==> src/rtl/apb_spi_completer.sv <==
// apb_spi_completer
//   APB completer for the SPI bridge plus the SPI master behind it.
//   Register file (PADDR word index): 0 CTRL, 1 STATUS, 2 TXDATA, 3 RXDATA,
//   4 CLKDIV, 5-7 reserved. Mode-0, MSB-first, one byte per TXDATA write,
//   automatic chip select, SCLK half-period of CLKDIV+1 clk cycles.
//
// Ports
//   clk, rst        system clock (= PCLK), async active-low reset
//   PSEL..PWDATA    APB request (PADDR is the word index)
//   PRDATA, PREADY, PSLVERR  APB response, zero wait states
//   sclk, mosi, miso, cs_n   SPI pins (sclk idles low, cs_n active-low)
//
// Engine states
//   state    | meaning
//   ---------+------------------------------------------------------
//   ST_IDLE  | cs_n high, sclk low, waiting for a TXDATA write
//   ST_SHIFT | cs_n low, 16 sclk half-periods of CLKDIV+1 cycles each
//   ST_DONE  | one cycle: publish RXDATA, set RX_VALID / OVR
module apb_spi_completer #(
  parameter logic [7:0] DEFAULT_DIV = 8'd3
) (
  input  logic       clk,
  input  logic       rst,
  input  logic       PSEL,
  input  logic       PENABLE,
  input  logic       PWRITE,
  input  logic [2:0] PADDR,
  input  logic [7:0] PWDATA,
  output logic [7:0] PRDATA,
  output logic       PREADY,
  output logic       PSLVERR,
  output logic       sclk,
  output logic       mosi,
  input  logic       miso,
  output logic       cs_n
);

  localparam logic [1:0] ST_IDLE  = 2'd0;
  localparam logic [1:0] ST_SHIFT = 2'd1;
  localparam logic [1:0] ST_DONE  = 2'd2;

  logic [1:0] state;
  logic       en;
  logic [7:0] clkdiv;
  logic [7:0] rxdata;
  logic       rx_valid;
  logic       ovr;
  logic [7:0] div_lat;
  logic [7:0] div_cnt;
  logic [3:0] half_cnt;
  logic [7:0] tx_sh;
  logic [7:0] rx_sh;

  logic       access;
  logic       busy;
  logic       err;
  logic       wr_ok;
  logic       rd_ok;
  logic       en_nxt;

  assign access  = PSEL & PENABLE;
  assign PREADY  = access;
  assign busy    = (state != ST_IDLE);
  assign cs_n    = (state != ST_SHIFT);

  always_comb begin
    err = 1'b0;
    if (access) begin
      case (PADDR)
        3'd2:                err = PWRITE & (busy | ~en);
        3'd3:                err = PWRITE;
        3'd5, 3'd6, 3'd7:    err = 1'b1;
        default:             err = 1'b0;
      endcase
    end
  end

  assign PSLVERR = err;
  assign wr_ok   = access &  PWRITE & ~err;
  assign rd_ok   = access & ~PWRITE & ~err;

  // Abort must take effect on the same edge that clears EN so the bus
  // sees cs_n high in the very next cycle.
  assign en_nxt  = (wr_ok && PADDR == 3'd0) ? PWDATA[0] : en;

  always_comb begin
    PRDATA = 8'h00;
    if (access && !PWRITE) begin
      case (PADDR)
        3'd0:    PRDATA = {7'b0, en};
        3'd1:    PRDATA = {5'b0, ovr, rx_valid, busy};
        3'd3:    PRDATA = rxdata;
        3'd4:    PRDATA = clkdiv;
        default: PRDATA = 8'h00;
      endcase
    end
  end

  always_ff @(posedge clk or negedge rst) begin
    if (!rst) begin
      state    <= ST_IDLE;
      en       <= 1'b0;
      clkdiv   <= DEFAULT_DIV;
      rxdata   <= 8'h00;
      rx_valid <= 1'b0;
      ovr      <= 1'b0;
      div_lat  <= 8'h00;
      div_cnt  <= 8'h00;
      half_cnt <= 4'd0;
      tx_sh    <= 8'h00;
      rx_sh    <= 8'h00;
      sclk     <= 1'b0;
      mosi     <= 1'b0;
    end else begin
      if (wr_ok && PADDR == 3'd0) en     <= PWDATA[0];
      if (wr_ok && PADDR == 3'd4) clkdiv <= PWDATA;

      // Clears first; the DONE updates below override them (set wins).
      if (rd_ok && PADDR == 3'd3)                rx_valid <= 1'b0;
      if (wr_ok && PADDR == 3'd1 && PWDATA[2])   ovr      <= 1'b0;

      case (state)
        ST_IDLE: begin
          if (wr_ok && PADDR == 3'd2) begin
            state    <= ST_SHIFT;
            tx_sh    <= PWDATA;
            mosi     <= PWDATA[7];
            div_lat  <= clkdiv;
            div_cnt  <= 8'h00;
            half_cnt <= 4'd0;
            sclk     <= 1'b0;
          end
        end
        ST_SHIFT: begin
          if (!en_nxt) begin
            state <= ST_IDLE;
            sclk  <= 1'b0;
          end else if (div_cnt == div_lat) begin
            div_cnt  <= 8'h00;
            sclk     <= ~sclk;
            half_cnt <= half_cnt + 4'd1;
            if (!sclk) begin
              rx_sh <= {rx_sh[6:0], miso};
            end else if (half_cnt != 4'd15) begin
              tx_sh <= {tx_sh[6:0], 1'b0};
              mosi  <= tx_sh[6];
            end
            if (half_cnt == 4'd15) state <= ST_DONE;
          end else begin
            div_cnt <= div_cnt + 8'd1;
          end
        end
        ST_DONE: begin
          rxdata   <= rx_sh;
          rx_valid <= 1'b1;
          if (rx_valid) ovr <= 1'b1;
          state    <= ST_IDLE;
        end
        default: state <= ST_IDLE;
      endcase
    end
  end

endmodule

==> config.mk <==
export PLATFORM = sky130hd
export DESIGN_NAME = apb_spi_completer
export DESIGN_NICKNAME = d
export VERILOG_FILES = /design/src/rtl/apb_spi_completer.sv
export SDC_FILE = /design/constraint.sdc
export NUM_CORES = 1
export LEC_CHECK = 0
export BUFFER_PORTS_ARGS = -buffer_cell sky130_fd_sc_hd__buf_4
export CAP_MARGIN = 40
export CORE_ASPECT_RATIO = 1.25
export CORE_MARGIN = 2
export CORE_UTILIZATION = 45
export CTS_CLUSTER_DIAMETER = 30
export DETAILED_ROUTE_END_ITERATION = 10
export GPL_ROUTABILITY_DRIVEN = 0
export PLACE_DENSITY = 0.68
export SETUP_SLACK_MARGIN = 0.4
export SLEW_MARGIN = 20
export SYNTH_ARGS = -nofsm -noshare
export SYNTH_HDL_FRONTEND = slang
export SYNTH_SLANG_ARGS = --single-unit
==> constraint.sdc <==
create_clock -name clk -period 3.7 [get_ports clk]
set_input_delay 0.925 -clock clk [delete_from_list [all_inputs] [get_ports clk]]
set_output_delay 0.925 -clock clk [all_outputs]
set_load 0.01 [all_outputs]
Yosys cells after proc, flatten, opt, wreduce, memory -nomap -nowiden

Index checks and enable logic that the tools add are counted.

Register bits: 58
Input port bits: 17
Output and inout port bits: 13
Word-level logic and storage cells: 106

$add $sub $neg: 2
Equality and inequality tests: 20
Muxes and demuxes: 39
Bitwise operators: 11
Reductions and logical operators: 21

Operators with widths:

| operator            | count |
|---|---|
| $mux 7              | 5 |
| $mux 8              | 4 |
| $pmux 8 s4          | 1 |
| $pmux 8 s2          | 1 |
| $mux 1              | 15 |
| $pmux 7 s2          | 1 |
| $eq 3x3->1 const B  | 4 |
| $mux 4              | 3 |
| $ne 2x2->1 const B  | 5 |
| $reduce_and 3->1    | 3 |
| $add 8x1->8 const B | 1 |
| $eq 8x8->1          | 1 |
| $mux 2              | 4 |
| $pmux 4 s2          | 1 |
| $reduce_and 4->1    | 2 |
| $logic_and 1x1->1   | 7 |
| $and 1x1->1         | 6 |
| $eq 3x2->1 const B  | 2 |
| $ne 3x3->1 const B  | 2 |
| $reduce_and 6->1    | 1 |
| $reduce_bool 2->1   | 3 |
| $add 4x1->4 const B | 1 |
| $eq 4x4->1 const B  | 1 |
| $ne 4x4->1 const B  | 1 |
| other kinds (14)    | 18 |

Depth between registers and ports, before layout

Gate-level depths: netlist of the first run.

Depth after elaboration: 12
Gate-level depth with buffers: 7
Gate-level depth less buffers: 6

Least setup slack after synthesis of the first run

OpenSTA, ideal clock, no wires.

Path type: input-to-output
Start: in PADDR[1]
End: out PRDATA[3]
Data arrival time: 1936 ps
Data required time: 2775 ps
Slack: 839 ps
Cell stages on the path: 4
Buffers on the path: 1
Cells stage by stage: buf_2 nor3b_1 a22oi_1 nor2_1

Word-level cells in the longest chain between the ends: 3
Elaborated cells on any way between the ends: 6

Ends and longest elaborated chain:

| element                            | RTL line | source |
|---|---|---|
| from (decl)                        | 27       | `input logic [2:0] PADDR,` |
| $eq 3x3->1 (tied with other cells) | 89       | `case (PADDR)` |
| $pmux 8 s4 *                       | 89       |  |
| $mux 8 *                           | 88       | `if (access && !PWRITE) begin` |
| to (decl)                          | 29       | `output logic [7:0] PRDATA,` |

Every way passes the cells marked *; elsewhere a longest branch is shown, timed or not.

Final worst setup path of the first run

Start: in PADDR[1]
End: out PRDATA[4]

The elaborated chain is that of the path after synthesis.

==> reports/results.ini, run 1 <==
[status]
outcome = finished, final reports clean

[logic_synthesis]
synth_top_area_cell = dfrtp_1
syn_avg_cell_area_sq_um = 10.4
synthDistinctLibCells = 48
ys_warn_count = 0
synth_fp_nets = 297
ys.flop_type = dfrtp_1
synth_edf_count = 0
async_flop_share_pct = 100
syn_inst = 278
synth_area_sq_um = 2890
ys_ff_latch = 58
netlist_top_cells_area = dfrtp_1 48%, mux2_2 12%, nand2_1 7.4%, nor2_1 2.5%, xor2_1 2.4%
yosysTopAreaCellShare_pct = 48.5
ys_seq_area_share_pct = 50.3

[detailed_routing]
dr.pass1.iters = 4
routed_wl_microns = 5820
wl_met3_microns = 140
drtIter0Drc = 124
antenna_left = 0
top_layer = met4
viasPerCell = 5.25
met1_length_microns = 2650
drc_errors = 0
wl_met2_microns = 2930
wl_per_cell_microns = 14.5
vias = 2104

[floorplanning]
fp.dieH_microns = 93.6
row_count = 32
die_w_microns = 75.7
start_util_pct = 46.6
core_sq_um = 6210
io_pins = 30
die_area_sq_um = 7080

[timing]
setup_tns_ns = 0
post-route-min-period_ns = 2.94
slew_headroom_pct = 51.2
rsz0062_at_grt = no
setup_violations = 0
slew_violations = 0
clock.fmax_mhz = 340
period_share_pct = 79.6
report.final.hold_viol_count = 0
max_slew.worst_pin.slew_ns = 0.732
hold_ws_ns = 0.494
finalClockSkew_ns = 0.00869

[global_routing]
antenna_found_initial = 0
grt_max_degree = 59
grt_overflow = 0
grt.total_usage_pct = 19.1
grt_pass1_wl_microns = 10200
first_global_vias = 2171

[worst_hold_path]
worstHoldStart = clkdiv[0]$_DFFE_PN1P_
worst_hold_path.endpoint = div_lat[0]$_DFFE_PN0P_
hold_path_depth = 2
hold_path_class = register to register

[flow_run]
max-cap-violations = 0

[power]
pwr-share-clk_pct = 42.0
vdd.ir_drop.worst_mv = 0.353
powerDensity_nw_per_um2 = 421
combPwrFrac_pct = 8.5
power_frac_seq_pct = 49.6
total_power_mw = 1.42
leakagePower_nw = 1.65
power_switching_mw = 0.351
intPower_mw = 1.07
sw_frac_of_total_pct = 24.6

[setup_path]
crit_type = primary input to output port
crit_family = simple AND/OR/NAND/NOR gates
worstPathRequired_ns = 2.77
arrival_ns = 2.02
slowest_delay_ns = 0.43
path_max_fanout = 12
critPathLaunchType = primary input
crit_path_end_kind = output port
r2r-end = rx_sh[5]$_DFFE_PN0P_
reg2regPathDepth = 5
r2r_slack_ns = 1.29
critPathSlowestCell = nor2_1
path_buf_inv = 2
crit-reg2reg-launch = div_cnt[5]$_DFFE_PN0P_
path_cells = buf_4 -> nand2_1 -> nor2_1 -> a22oi_1 -> nor2_1 -> buf_4

[finish]
n_antenna_cell = 0
final_area_sq_um = 3390
filler_cell_count = 571
area_growth_pct = 17.2
fin_nets = 330
drive_gt1_share_pct = 27.8
layout.cells.most_common = nand2_1
final_cell_mix = 57 x nand2_1, 56 x dfrtp_1, 34 x buf_4

[cts]
cts_resized = 0
cts_max_path_buffers = 2
cts_htree_levels = 3
cts_sinks = 58
cts-hold-fix-buffers = 0
clk_latency_ns = 0.34
cts_made_buffers = 9
post_cts_buffers = 0
clock-root-buffer = clkbuf_8
cts_tree = done
path_clk_slew_ns = 0.07

[place]
placedInstanceArea_sq_um = 3180
post-dp-hpwl_microns = 4070
place.port_buffers = 29

## worst max path at each step
stage	from	end	slack, ns	depth (start not counted)
after floorplan	PADDR[1]	PRDATA[3]	0.84	4
after global placement	PADDR[1]	PRDATA[3]	0.74	6
after detailed placement	PADDR[1]	PRDATA[6]	0.71	6
after CTS	PADDR[1]	PRDATA[6]	0.72	6
after global routing	PADDR[1]	PRDATA[7]	0.60	6
final	PADDR[1]	PRDATA[4]	0.76	6
## synth_stat cells, drive strengths merged (2+ instances only)
cell     count
a31oi        4
nor4         3
and3         3
nand3        7
and2         3
dfrtp       56
xnor2        3
o31ai        3
o21ai        6
nor2        19
mux2        32
dfstp        2
inv          8
nor3         3
or4          3
xor2         8
nand4        4
a22oi        5
nand2       57
a21oi       10
or3          2
ha           2
mux2i        5
clkbuf       5
buf          7
o2bb2ai      2
## flip-flops by register name (all words and copies together) (netlist names)
register,cells
mosi,1
state,2
sclk,1
en,1
div_lat,8
rx_valid,1
half_cnt,4
div_cnt,8
rx_sh,8
clkdiv,8
rxdata,8
tx_sh,7
ovr,1
## through the flow
| stage | util (%) | setup WS (ns) | cells |
|---|---|---|---|
| 6_report | 54.6 | 0.755 | 401 |
| 5_1_grt | 54.6 | 0.598 | 401 |
| 4_1_cts | 54.5 | 0.720 | 400 |
| 3_5_place_dp | 51.2 | 0.711 | 384 |
| 3_3_place_gp | 51.2 | 0.736 | 384 |
| 2_1_floorplan | - | 0.839 | 278 |
## cell families after synthesis
| family | synth area share [%] |
|---|---|
| xor+xnor | 3.33 |
| simple gates | 18.6 |
| fa+ha+maj | 0.866 |
| mux | 14.2 |
| compound gates | 9.31 |
| buf+inv | 3.42 |
| flops | 50.3 |
## cell type report
class	count	area, sq um	share of cell area, %
sequential	58	1450	42.9
multi-input combinational	200	1340	39.5
timing repair buffer	34	255	7.54
clock buffer	11	151	4.47
tap	85	106	3.14
clock inverter	5	52.6	1.55
inverter	8	30.0	0.887
## tightest hold or removal path: stages, from the launching register on
cell and delay, ns:
dfstp_2 0.38, nand2_1 0.05, nand2_1 0.04
## power by group through the flow
stage	clock network (mW)	logic (mW)	registers (mW)
2_1_floorplan	0	0.0801	0.708
3_3_place_gp	0	0.119	0.717
3_5_place_dp	0	0.123	0.717
4_1_cts	0.609	0.123	0.706
5_1_grt	0.634	0.137	0.711
6_report	0.598	0.121	0.706
## per-layer routing
layer	track usage (%)	vias to the layer above
met4	8.04	0
li1	-	1039
met1	25.0	1030
met3	3.66	9
met2	30.6	26
met5	0	-
Power figures use the tool's default switching activity.
==> inputs of run 2 (changes only) <==
PLACE_DENSITY = 0.7   (was 0.68)
clock period = 2.7 ns   (was 3.7 ns; I/O delays follow)
==> run 2 against run 1 <==
Wire length grew 2.6%. Count of clock-buffer cells in the layout grew 2. Sequential share of layout area shrank 0.73 points. Largest cell class unchanged. Highest routed layer unchanged.
==> reports/results.ini, run 2 (synthesized netlist as in run 1, its figures left out) <==
[detailed_routing]
vias = 2158  ; was 2104
dr.pass1.iters = 4  ; unchanged
routed_wl_microns = 5970  ; was 5820 microns
antenna_left = 0  ; unchanged
drc_errors = 0  ; unchanged
wl_per_cell_microns = 14.7  ; was 14.5 microns
viasPerCell = 5.30  ; was 5.25
drtIter0Drc = 125  ; was 124

[timing]
period_share_pct = 82.8
finalClockSkew_ns = 0.00977  ; was 0.00869 ns
setup_ws_ns = 0.465  ; was 0.755 ns
post-route-min-period_ns = 2.23
report.final.hold_viol_count = 0  ; unchanged
rsz0062_at_grt = yes  ; was no
setup_violations = 0  ; unchanged
setup_tns_ns = 0  ; unchanged
slew_headroom_pct = 52.6  ; was 51.2%
slew_violations = 0  ; unchanged
clock.fmax_mhz = 447
max_slew.worst_pin.slew_ns = 0.711  ; was 0.732 ns

[global_routing]
grt_util_met3_pct = 4.63  ; was 3.66%
first_global_vias = 2152  ; was 2171
grt.busiest_layer = met2  ; unchanged
grt_overflow = 0  ; unchanged
grt_max_degree = 59  ; unchanged
grtUsageMet2_pct = 31.2  ; was 30.6%
antenna_found_initial = 0  ; unchanged
grt_pass1_wl_microns = 10100  ; was 10200 microns
grt.total_usage_pct = 19.1  ; about the same
grt_use_met1_pct = 23.7  ; was 25.0%

[setup_path]
crit_type = primary input to output port  ; unchanged
slowest_delay_ns = 0.23  ; was 0.43 ns
arrival_ns = 1.56  ; was 2.02 ns
crit_path_end_kind = output port  ; unchanged
critPathSlowestCell = mux2i_1  ; was nor2_1
r2r_slack_ns = 0.52  ; was 1.29 ns
worstPathRequired_ns = 2.03  ; was 2.77 ns
critPathMostFrequentCell = buf_4
reg2regPathDepth = 6  ; was 5
path_max_fanout = 9  ; was 12
crit-reg2reg-launch = div_cnt[0]$_DFFE_PN0P_  ; was div_cnt[5]$_DFFE_PN0P_
critPathLaunchType = primary input  ; unchanged
r2r-end = half_cnt[3]$_DFFE_PN0P_  ; was rx_sh[5]$_DFFE_PN0P_
path_cells = buf_4 -> mux2i_1 -> nand2_2 -> nor2_1 -> buf_4  ; was buf_4 -> nand2_1 -> nor2_1 -> a22oi_1 -> nor2_1 -> buf_4

[floorplanning]
fp.dieH_microns = 93.6  ; unchanged
die_w_microns = 75.7  ; unchanged
start_util_pct = 46.6  ; unchanged
io_pins = 30  ; unchanged
die_area_sq_um = 7080  ; unchanged
core_sq_um = 6210  ; unchanged
row_count = 32  ; unchanged

[finish]
final_cell_mix = 56 x nand2_1, 56 x dfrtp_1, 39 x buf_4  ; was 57 x nand2_1, 56 x dfrtp_1, 34 x buf_4
drive_gt1_share_pct = 30.7  ; was 27.8%
fin_nets = 336  ; was 330
final_util_pct = 55.5  ; was 54.6%
area_growth_pct = 19.2  ; was 17.2%
n_antenna_cell = 0  ; unchanged

[cts]
cts_made_buffers = 9  ; unchanged
clk_latency_ns = 0.34  ; about the same
clock-root-buffer = clkbuf_8  ; unchanged
cts_htree_levels = 3  ; unchanged
cts_sinks = 58  ; unchanged
cts_tree = done  ; unchanged
cts_max_path_buffers = 2  ; unchanged
path_clk_slew_ns = 0.06  ; was 0.07 ns

[place]
dpl_worst_slack_ns = 0.210  ; was 0.711 ns
place.port_buffers = 29  ; unchanged
post-dp-hpwl_microns = 4320  ; was 4070 microns

[status]
outcome = finished, final reports clean  ; unchanged

[worst_hold_path]
hold_path_class = primary input to asynchronous set/reset pin  ; was register to register

[flow_run]
max-cap-violations = 0  ; unchanged

[power]
vdd.ir_drop.worst_mv = 0.528  ; was 0.353 mV
powerDensity_nw_per_um2 = 538  ; was 421 nW/um^2
leakagePower_nw = 1.68  ; was 1.65 nW

## run 2: layer usage
layer	wire length, microns	up-vias
li1	-	1056
met1	2630	1063
met2	3070	28
met3	161	11
met4	106	0
met5	0	-
## run 2: per-stage QoR
step / instances / cell area [sq um] / power (mW) / hold slack [ns]
detailed placement: 389 / 3220 / 1.16 / 0.483
global route: 407 / 3450 / 1.93 / 0.464
floorplan: 278 / 2900 / 1.08 / 0.379
finish: 407 / 3450 / 1.85 / 0.394
global placement: 389 / 3220 / 1.15 / 0.470
CTS: 407 / 3430 / 1.86 / 0.423
## run 2: cell type report
class                      instances  area, sq um
fill                             579         2760
sequential                        58         1450
clock inverter                     3         15.0
clock buffer                      13          159
timing repair buffer              40          313
tap                               85          106
inverter                           8         33.8
multi-input combinational        200         1370
## run 2: critical path: cells and delay by family
family,cells,cell delay [ns]
AND/OR/NAND/NOR,2,0.35
buffers and inverters,2,0.31
multiplexers,1,0.23
## run 2: timing repair
| action | 4_1_cts | 5_1_grt |
|---|---|---|
| gates resized for setup | 1 | 4 |
| setup buffers | 2 | 0 |
| endpoints found under the setup margin | 8 | 15 |
| hold buffers | 0 | 0 |
| pin swaps | 1 | 0 |
## run 2: worst max-delay path by stage
stage                            from                       to  slack (ns)  depth (start not counted)
2_1_floorplan                PADDR[0]     rx_sh[0]$_DFFE_PN0P_        0.41                          7
3_3_place_gp                 PADDR[0]     tx_sh[6]$_DFFE_PN0P_        0.26                          6
3_5_place_dp                 PADDR[0]     tx_sh[2]$_DFFE_PN0P_        0.21                          6
4_1_cts        div_cnt[4]$_DFFE_PN0P_  half_cnt[3]$_DFFE_PN0P_        0.41                          6
5_1_grt                      PADDR[0]                PRDATA[2]        0.40                          5
6_report                     PADDR[0]                PRDATA[2]        0.47                          5
## run 2: where the power goes
part           internal (mW)  switching (mW)
Combinational         0.0837          0.0926
Clock                  0.379           0.328
Sequential             0.924          0.0455
==> inputs of run 3 (changes only) <==
clock period = 1.9 ns   (was 2.7 ns; I/O delays follow)
==> run 3 against run 2 <==
The flow now finishes with violations (setup timing). Non-clock buffer count grew 48. Core utilization up 13 points. Clock skew grew 0.0023 ns. Worst hold slack lost 0.34 ns. Total power rose by 73%. Register-to-register slack worse by 0.56 ns. Wire length is 21% higher. Worst setup slack lost 0.58 ns. Critical path depth rose by 1. First-iteration DRC count decreased by 4.8%. Die area unchanged. Critical path type is now register to output port.
==> reports/results.ini, run 3 (synthesized netlist as in run 1, its figures left out) <==
[finish]
drive_gt1_share_pct = 48.1  ; was 30.7%
area_growth_pct = 48.1  ; was 19.2%
filler_cell_count = 429  ; was 579
seq_area_sq_um = 1460  ; was 1450 sq um
final_area_sq_um = 4280  ; was 3450 sq um
final_cell_mix = 57 x buf_4, 55 x dfrtp_1, 54 x nand2_1  ; was 56 x nand2_1, 56 x dfrtp_1, 39 x buf_4
n_antenna_cell = 0  ; unchanged
multi_input_comb_area_sq_um = 1610  ; was 1370 sq um
layout.cells.most_common = buf_4
fin_nets = 384  ; was 336

[timing]
post-route-min-period_ns = 2.02
clock.fmax_mhz = 495
setup_ws_ns = -0.120  ; was 0.465 ns
report.final.hold_viol_count = 0  ; unchanged
slew_violations = 0  ; unchanged
rsz0062_at_grt = yes  ; unchanged
setup_violations = 12  ; was 0
slew_headroom_pct = 74.5  ; was 52.6%
finalClockSkew_ns = 0.0121  ; was 0.00977 ns
period_share_pct = 106
max_slew.worst_pin.slew_ns = 0.383  ; was 0.711 ns
hold_ws_ns = 0.0509  ; was 0.394 ns

[place]
post-dp-hpwl_microns = 4800  ; was 4320 microns
place.port_buffers = 29  ; unchanged
placedInstanceArea_sq_um = 3630  ; was 3220 sq um

[floorplanning]
fp.dieH_microns = 93.6  ; unchanged
die_area_sq_um = 7080  ; unchanged
die_w_microns = 75.7  ; unchanged
io_pins = 30  ; unchanged
core_sq_um = 6210  ; unchanged
row_count = 32  ; unchanged
start_util_pct = 46.6  ; unchanged

[setup_path]
reg2regPathDepth = 8  ; was 6
worstPathRequired_ns = 1.42  ; was 2.03 ns
path_max_fanout = 2  ; was 9
r2r_slack_ns = -0.04  ; was 0.52 ns
critPathLaunchType = register  ; was primary input
arrival_ns = 1.54  ; was 1.56 ns
crit_type = register to output port  ; was primary input to output port
crit-reg2reg-launch = div_cnt[4]$_DFFE_PN0P_  ; was div_cnt[0]$_DFFE_PN0P_
crit_path_end_kind = output port  ; unchanged
r2r-end = rx_sh[5]$_DFFE_PN0P_  ; was half_cnt[3]$_DFFE_PN0P_

[detailed_routing]
drc_errors = 0  ; unchanged
vias = 2384  ; was 2158
wl_per_cell_microns = 15.9  ; was 14.7 microns
routed_wl_microns = 7230  ; was 5970 microns
dr.pass1.iters = 5  ; was 4
viasPerCell = 5.24  ; was 5.30
drtIter0Drc = 119  ; was 125
antenna_left = 0  ; unchanged

[cts]
path_clk_slew_ns = 0.07  ; was 0.06 ns
cts_max_path_buffers = 2  ; unchanged
cts_htree_levels = 3  ; unchanged
cts_made_buffers = 9  ; unchanged
clk_latency_ns = 0.35  ; was 0.34 ns
cts_tree = done  ; unchanged
clock-root-buffer = clkbuf_8  ; unchanged
cts_sinks = 58  ; unchanged

[status]
violations = setup timing
outcome = finished, violations left  ; was finished, final reports clean

[global_routing]
grt_overflow = 0  ; unchanged
grt_pass1_wl_microns = 11900  ; was 10100 microns
first_global_vias = 2495  ; was 2152
grt_max_degree = 31  ; was 59
grt.total_usage_pct = 22.4  ; was 19.1%
antenna_found_initial = 0  ; unchanged

[power]
leakagePower_nw = 2.05  ; was 1.68 nW
combPwrFrac_pct = 14.4  ; was 9.5%
power_switching_mw = 0.759  ; was 0.466 mW
pwr-share-clk_pct = 42.3  ; was 38.1%
powerDensity_nw_per_um2 = 747  ; was 538 nW/um^2
vdd.ir_drop.worst_mv = 0.747  ; was 0.528 mV
intPower_mw = 2.44  ; was 1.39 mW
sw_frac_of_total_pct = 23.8  ; was 25.2%
power_frac_seq_pct = 43.3  ; was 52.3%

[worst_hold_path]
hold_path_class = primary input to asynchronous set/reset pin  ; unchanged

[flow_run]
max-cap-violations = 0  ; unchanged

[run 3: cell count changes in the layout (fill, tap and decap cells not counted), sizes merged]
cell,change
clkbuf,-3
clkinvlp,-1
bufinv,+3
buf,+48
clkinv,+1
[run 3: cell type report]
class / count / share of cell area, %
Tap cell: 85 / 2.49
Clock buffer: 10 / 2.98
Inverter: 8 / 0.819
Timing Repair Buffer: 88 / 19.5
Clock inverter: 6 / 2.46
Multi-Input combinational cell: 200 / 37.7
Sequential cell: 58 / 34.0
[run 3: how the worst max path moves through the flow]
stage                                     start                   end
final                     clkdiv[0]$_DFFE_PN1P_             PRDATA[0]
after global routing      clkdiv[0]$_DFFE_PN1P_             PRDATA[0]
after CTS                 clkdiv[0]$_DFFE_PN1P_             PRDATA[0]
after detailed placement               PADDR[0]  tx_sh[5]$_DFFE_PN0P_
after global placement                 PADDR[0]  tx_sh[4]$_DFFE_PN0P_
after floorplan                        PADDR[0]  rx_sh[0]$_DFFE_PN0P_
[run 3: power by group through the flow]
stage                     Sequential (mW)  Clock [mW]  Combinational [mW]
final                                1.38        1.35               0.459
after floorplan                      1.38           0               0.179
after CTS                            1.38        1.36               0.377
after detailed placement             1.40           0               0.324
after global placement               1.39           0               0.316
after global routing                 1.39        1.42               0.493
[run 3: metal layers]
metal / wire (microns) / GRT usage (%)
met5: 0 / 0
met4: 150 / 10.1
met3: 150 / 3.77
met2: 3800 / 36.7
met1: 3130 / 28.6
[run 3: timing repair]
action                     CTS  global route
hold buffers                 0             0
gates cloned                 0             0
pin swaps                   16            10
resized for setup           53            28
hold endpoints to repair     0             0
buffers inserted             4            10
setup endpoints to repair   57            54
[run 3: through the flow]
| stage | total power [mW] | setup WS, ns | utilization (%) | setup TNS, ns | cells |
|---|---|---|---|---|---|
| final | 3.20 | -0.120 | 69.0 | -0.448 | 455 |
| after global routing | 3.30 | -0.174 | 69.0 | -2.78 | 455 |
| after CTS | 3.12 | -0.0851 | 66.1 | -0.444 | 445 |
| after detailed placement | 1.72 | -0.180 | 58.5 | -3.60 | 425 |
| after global placement | 1.71 | -0.154 | 58.5 | -3.12 | 425 |
| after floorplan | 1.56 | -0.182 | - | -3.00 | 278 |
[run 3: worst max-delay path, cell delays in order (launching register included)]
cell,delay (ns)
dfstp_2,0.54
mux2i_1,0.09
o22a_1,0.21
nor2_1,0.09
a21oi_1,0.05
nor2_1,0.10
buf_4,0.13
